$ cat config.mk
export PLATFORM = sky130hd
export DESIGN_NAME = digit_window_scroller
export DESIGN_NICKNAME = d
export VERILOG_FILES = /design/src/rtl/digit_window_scroller.sv
export SDC_FILE = /design/constraint.sdc
export NUM_CORES = 1
export LEC_CHECK = 0
export ABC_AREA = 0
export BUFFER_PORTS_ARGS = -buffer_cell sky130_fd_sc_hd__buf_2
export CAP_MARGIN = 20
export CORE_UTILIZATION = 37
export DETAILED_ROUTE_END_ITERATION = 6
export GPL_TIMING_DRIVEN = 0
export MAX_ROUTING_LAYER = met4
export SLEW_MARGIN = 25
export SYNTH_ARGS = -nofsm -noshare
export SYNTH_HDL_FRONTEND = slang
export SYNTH_SLANG_ARGS = --single-unit
$ cat constraint.sdc
create_clock -name clk -period 2.3 [get_ports clk]
set_input_delay 0.345 -clock clk [delete_from_list [all_inputs] [get_ports clk]]
set_output_delay 0.345 -clock clk [all_outputs]
set_load 0.01 [all_outputs]
$ cat src/rtl/digit_window_scroller.sv
// digit_window_scroller: button/tick driven scrolling window over a digit buffer for the 7-segment front end.
module digit_window_scroller #(
    parameter int DIGIT_W     = 4,
    parameter int NUM_DIGITS  = 8,
    parameter int WINDOW      = 4,
    parameter int WRAP        = 1,
    parameter int SYNC_STAGES = 2
) (
    input  logic                             clk,
    input  logic                             reset,
    input  logic                             btn_left,
    input  logic                             btn_right,
    input  logic                             auto_en,
    input  logic                             tick,
    input  logic                             load,
    input  logic [NUM_DIGITS*DIGIT_W-1:0]    load_data,
    output logic [WINDOW*DIGIT_W-1:0]        window_out,
    output logic [$clog2(NUM_DIGITS)-1:0]    pos,
    output logic                             at_left,
    output logic                             at_right,
    output logic                             moved
);
    localparam int PW = $clog2(NUM_DIGITS);
    localparam logic [PW-1:0] MAXP = PW'(NUM_DIGITS - WINDOW);
    localparam logic [PW-1:0] LAST = PW'(NUM_DIGITS - 1);

    typedef enum logic {RIGHT, LEFT} dir_t;

    dir_t                          dir, dir_n;
    logic [SYNC_STAGES-1:0]        sync_l, sync_r;
    logic                          prev_l, prev_r, step_l, step_r;
    logic                          auto_go, turn, go_r, go_l, mv_r, mv_l, changed;
    logic [NUM_DIGITS*DIGIT_W-1:0] digits;
    logic [WINDOW*DIGIT_W-1:0]     win_n;
    logic [PW-1:0]                 pos_n;

    assign step_l  = sync_l[SYNC_STAGES-1] & ~prev_l;
    assign step_r  = sync_r[SYNC_STAGES-1] & ~prev_r;
    assign auto_go = tick & auto_en & ~step_l & ~step_r;
    // ping-pong: at the far end the tick both reverses direction and steps back
    assign turn    = WRAP == 0 && MAXP != 0 && auto_go && (dir == RIGHT ? pos == MAXP : pos == '0);
    assign dir_n   = turn ? (dir == RIGHT ? LEFT : RIGHT) : dir;
    assign go_r    = (step_r & ~step_l) | (auto_go & (dir_n == RIGHT));
    assign go_l    = (step_l & ~step_r) | (auto_go & (dir_n == LEFT));
    assign mv_r    = go_r & (WRAP != 0 || pos != MAXP);
    assign mv_l    = go_l & (WRAP != 0 || pos != '0);
    assign pos_n   = mv_r ? (pos == LAST ? '0 : pos + PW'(1)) :
                     mv_l ? (pos == '0 ? LAST : pos - PW'(1)) : pos;
    assign at_left  = WRAP == 0 && pos == '0;
    assign at_right = WRAP == 0 && pos == MAXP;

    always_comb begin
        win_n = '0;
        for (int i = 0; i < WINDOW; i++)
            win_n[i*DIGIT_W +: DIGIT_W] = digits[((int'(pos) + i) % NUM_DIGITS)*DIGIT_W +: DIGIT_W];
    end

    always_ff @(posedge clk or posedge reset) begin
        if (reset) begin
            sync_l     <= '0;
            sync_r     <= '0;
            prev_l     <= 1'b0;
            prev_r     <= 1'b0;
            digits     <= '0;
            pos        <= '0;
            dir        <= RIGHT;
            changed    <= 1'b0;
            moved      <= 1'b0;
            window_out <= '0;
        end else begin
            sync_l     <= {sync_l[SYNC_STAGES-2:0], btn_left};
            sync_r     <= {sync_r[SYNC_STAGES-2:0], btn_right};
            prev_l     <= sync_l[SYNC_STAGES-1];
            prev_r     <= sync_r[SYNC_STAGES-1];
            window_out <= win_n;
            moved      <= changed;
            if (load) begin
                digits  <= load_data;
                pos     <= '0;
                dir     <= RIGHT;
                changed <= 1'b1;
            end else begin
                pos     <= pos_n;
                dir     <= dir_n;
                changed <= mv_r | mv_l;
            end
        end
    end
endmodule
# After elaboration in Yosys (flattened, before gate mapping)

Cells that the tools add are included.

Logic and storage cells: 46
Register bits: 59
Input bits: 39
Output and inout bits: 22

Muxes and demuxes: 6
Equality and inequality tests: 1
Bitwise gates (word level): 16
Reductions and logical operators: 5
Shift operators: 4
Add/sub/neg operators: 5

Operators with widths:

| operator                                          | number |
|---|---|
| variable part select 32 x 6 -> 4 bit              | 4 |
| two-way mux 3 bit                                 | 5 |
| OR reduction 3 bit                                | 3 |
| bitwise AND 1 bit                                 | 7 |
| adder 3 x 1 -> 3 bit (second input constant)      | 2 |
| adder 3 x 2 -> 3 bit (second input constant)      | 2 |
| inverter 1 bit                                    | 4 |
| bitwise AND 1 bit (first input constant)          | 3 |
| == test 3 bit (second input constant)             | 1 |
| zero test 3 bit                                   | 1 |
| nonzero test 3 bit                                | 1 |
| subtractor 3 x 1 -> 3 bit (second input constant) | 1 |
| OR 1 bit                                          | 2 |
| two-way mux 1 bit                                 | 1 |

# Longest topological paths before layout

Word-level depth: 8
Mapped depth: 7
Gate-level depth less buffers: 6

# Worst setup path after synthesis

Ideal clock, no wire load.

Path kind: reg-to-reg
Start point: register pos[1]
End point: register window_out[13]
Cell stages (with the launch flop): 6
Path slack: 0.097 ns
Required time: 2.160 ns
Data arrival time: 2.063 ns
Library setup time: 0.140 ns
Clock period less this slack: 2.203 ns
Buffers on the path: 1
Path through: dfrtp_1 > clkbuf_1 > clkinv_1 > ha_1 > xor2_1 > mux4_1

Longest elaborated chain between the ends: 4

RTL lines:

| element                                | RTL line | text |
|---|---|---|
| from (decl)                            | 18       | `output logic [$clog2(NUM_DIGITS)-1:0] pos,` |
| from (signal assigned)                 | 83       | `pos <= pos_n;` |
| adder 3 x 2 -> 3 bit *                 | 55       | `win_n[i*DIGIT_W +: DIGIT_W] = digits[((int'(pos) + i) % NUM_DIGITS)*DIGIT_W +: DIGIT_W];` |
| OR reduction 3 bit (no source line)    | -        |  |
| bitwise AND 1 bit (no source line)     | -        |  |
| variable part select 32 x 6 -> 4 bit * | 55       |  |
| named net win_n[13]                    | 34       | `logic [WINDOW*DIGIT_W-1:0] win_n;` |
| to (signal assigned)                   | 75       | `window_out <= win_n;` |
| to (decl)                              | 17       | `output logic [WINDOW*DIGIT_W-1:0] window_out,` |

Mark *: on every way through the listed nets, which the timed path passes. The rest lies on a longest branch.
A chain may end at the register's enable or synchronous reset.

# Final worst setup path

Start point: register pos[0]
End point: register window_out[13]

Same word-level chain as after synthesis.

==> summary.txt <==
Timing
  • Worst-margin pin slew: 534 ps
  • Max-slew headroom: 64.4%
  • Layout Skew: 6.19 ps
  • Final setup TNS: 0 ps
  • Unrepaired setup endpoints after global routing: false
  • Fmax: 457 MHz
  • Final Slew Violations: 0
  • Final period util: 95.2%
  • Crit path time final: 2190 ps
  • Hold Fails Final Rpt: 0
  • Setup Viol. Count Final: 0

Clocking
  • Postcts setup bufs: 0
  • Skew-Pair Late Insertion Delay: 340 ps
  • CTS Root Buffer Type: clkbuf_8
  • Total CTS buffers: 9
  • Clock transition at path regs: 60 ps
  • CTS tree: yes
  • Clock sinks: 59
  • CTS Buffer Depth: 2
  • Htree depth: 3

Layout
  • Share of layout cells above drive strength 1: 53.3%
  • Most frequent cells in the layout: buf_2, dfrtp_1, mux2_2
  • Commonest non-fill, non-tap cell in the layout: buf_2
  • Layout fillers: 713
  • Diodes inserted: 0
  • Layout net count: 315
  • Synthesis-to-finish area growth: 21.5%
  • Final core occ: 47.0%

Route
  • 1st-iter DRT viols: 54
  • Initial DRT Pass Iterations: 4
  • WL/cell: 15.6 um
  • Antenna viol nets, final: 0
  • Via count: 1819
  • Vias per std cell: 4.88
  • WL final: 5.82 mm
  • DRC Markers: 0

Run status
  • Status: finished clean

Floorplanning
  • FP Rows: 31
  • Chip height: 89.8 um
  • Core area: 7370 um2
  • Overall die area: 8060 um2
  • Initial core utilization: 38.7%
  • I/O pin cnt: 61
  • Die X: 89.8 um

Worst hold path
  • Hold Crit Depth: 1
  • Min-delay src: btn_left
  • Hold Path Sink: sync_l[0]
  • Worst min path class: input port to flip-flop

GRT
  • Met2 global-route usage: 23.5%
  • First-pass GRT wire length: 9.38 mm
  • GRT met1 Usage: 20.7%
  • Grt met3 use: 5.67%
  • Pin count of the biggest net entering global routing: 41
  • Number of global-route vias before repair: 1817
  • Initial antenna violation count: 0
  • Overflow after GRT: 0
  • Gr busiest metal: met2
  • Total Routing Usage GR: 16.2%

Pwr
  • VDD IR max: 0.337 mV
  • LEAKAGE: 1.54 nW
  • Overall power: 2.78 mW
  • Pwr dens: 803 nW/um2

Worst setup path
  • RR Endpoint: window_out[13]
  • Crit start category: flip-flop
  • Worst Path Required: 2500 ps
  • WS Path Type: flip-flop to flip-flop
  • Worst R2R Path Depth: 5
  • CP endpoint kind: flip-flop
  • CP Max Fanout: 10
  • Startpoint of the worst register-to-register path: pos[0]
  • R2R Setup Slk: 110 ps
  • Worst EP arrival: 2390 ps

Place
  • Gpl congestion: 0.744
  • # port buffers: 57
  • HPWL after DPL: 4.35 mm

Logic synthesis
  • Syn Inst Count: 202
  • Register area share after synthesis: 51.8%
  • Netlist Area Pre-Place: 2850 um2
  • Synth Warn #: 0
  • Number of synthesized register bits: 59
  • Cell variety after synth: 28
  • Mean Syn Cell Area: 14.1 um2

Flow run
  • MaxCap Viol Count: 0
## report_power, final
part | internal (mW) | switching (mW)
clock network | 0.403 | 0.361
registers | 1.20 | 0.0774
logic | 0.391 | 0.351
## routing by layer
metal  vias up  part of all wire, %
met5         -                    0
met2        48                   46
li1        871                    -
met3         7                  4.1
met1       893                   48
met4         0                  1.8
## registers in the layout (all words and copies together), names as in the netlist
signal      flops
sync_r          2
digits         32
window_out     16
changed         1
prev_l          1
prev_r          1
sync_l          2
pos             3
moved           1
## cells by family after synthesis
kind of cell / share of synthesized area, %
other: 0.132
xor gates and xnor gates: 0.307
AOI/OAI and AO/OA: 4.34
DFF: 51.8
buffers and inverters: 3.42
and+or+nand+nor: 3.82
muxes: 34.4
adders and majority gates: 1.76
## synthesized netlist by cell type
| cell | number | area (um2) |
|---|---|---|
| a2111oi_0 | 1 | 8.76 |
| buf_4 | 2 | 15.0 |
| a21o_1 | 1 | 7.51 |
| buf_2 | 6 | 30.0 |
| mux4_1 | 3 | 78.8 |
| dfrtp_1 | 59 | 1480 |
| clkbuf_1 | 3 | 11.3 |
| clkinv_1 | 1 | 3.75 |
| o21ai_0 | 9 | 45.0 |
| mux2_1 | 2 | 22.5 |
| mux2i_1 | 4 | 40.0 |
| o311a_1 | 1 | 10.0 |
| ha_1 | 4 | 50.1 |
| nand2_1 | 9 | 33.8 |
| mux2_4 | 5 | 75.1 |
| nand2b_1 | 2 | 12.5 |
| o21a_1 | 1 | 7.51 |
| nor2_1 | 6 | 22.5 |
| mux2_2 | 50 | 563 |
| or3_1 | 1 | 6.26 |
| nor2b_1 | 3 | 18.8 |
| nor3_1 | 3 | 15.0 |
| buf_6 | 2 | 22.5 |
| mux4_2 | 9 | 203 |
| conb_1 | 1 | 3.75 |
| inv_1 | 4 | 15.0 |
| a21oi_1 | 9 | 45.0 |
| xor2_1 | 1 | 8.76 |
## through the flow
step | std cells | hold slack, ps | cell area, um2 | worst slack, ps
after global placement | 359 | 333 | 3260 | -268
after CTS | 373 | 106 | 3450 | 1.79
after floorplan | 203 | 331 | 2860 | 97.2
final | 373 | 116 | 3460 | 111
after detailed placement | 360 | 307 | 3290 | -292
after global routing | 373 | 99.4 | 3460 | 14.2
## final cells by class
| class | count | area, um2 | area share [%] |
|---|---|---|---|
| buffer | 12 | 77.6 | 2.24 |
| multi-input combinational | 126 | 1300 | 37.5 |
| timing repair buffer | 59 | 315 | 9.10 |
| inverter | 5 | 22.5 | 0.650 |
| sequential | 59 | 1480 | 42.6 |
| clock buffer | 13 | 149 | 4.30 |
| tap | 99 | 124 | 3.58 |
## how the worst max path moves through the flow
stage | startpoint | to | slack [ps] | cells after the start
4_1_cts | pos[0] | window_out[13] | 2 | 5
2_1_floorplan | pos[1] | window_out[13] | 100 | 5
3_5_place_dp | pos[1] | window_out[13] | -290 | 5
5_1_grt | pos[0] | window_out[13] | 10 | 5
6_report | pos[0] | window_out[13] | 110 | 5
3_3_place_gp | pos[1] | window_out[13] | -270 | 5
## critical path, cell delays in order (launching register included)
cell,delay [ps]
dfrtp_1,490
clkbuf_4,310
inv_1,80
ha_1,280
xor2_4,260
mux4_1,630
## repair_timing
| item | in CTS | in global routing |
|---|---|---|
| hold buffers | 1 | 0 |
| hold endpoints to repair | 19 | 0 |
| pin swaps | 0 | 0 |
| setup endpoints to repair | 5 | 5 |
| resized for setup | 2 | 3 |
(Power assumes the default switching activity.)
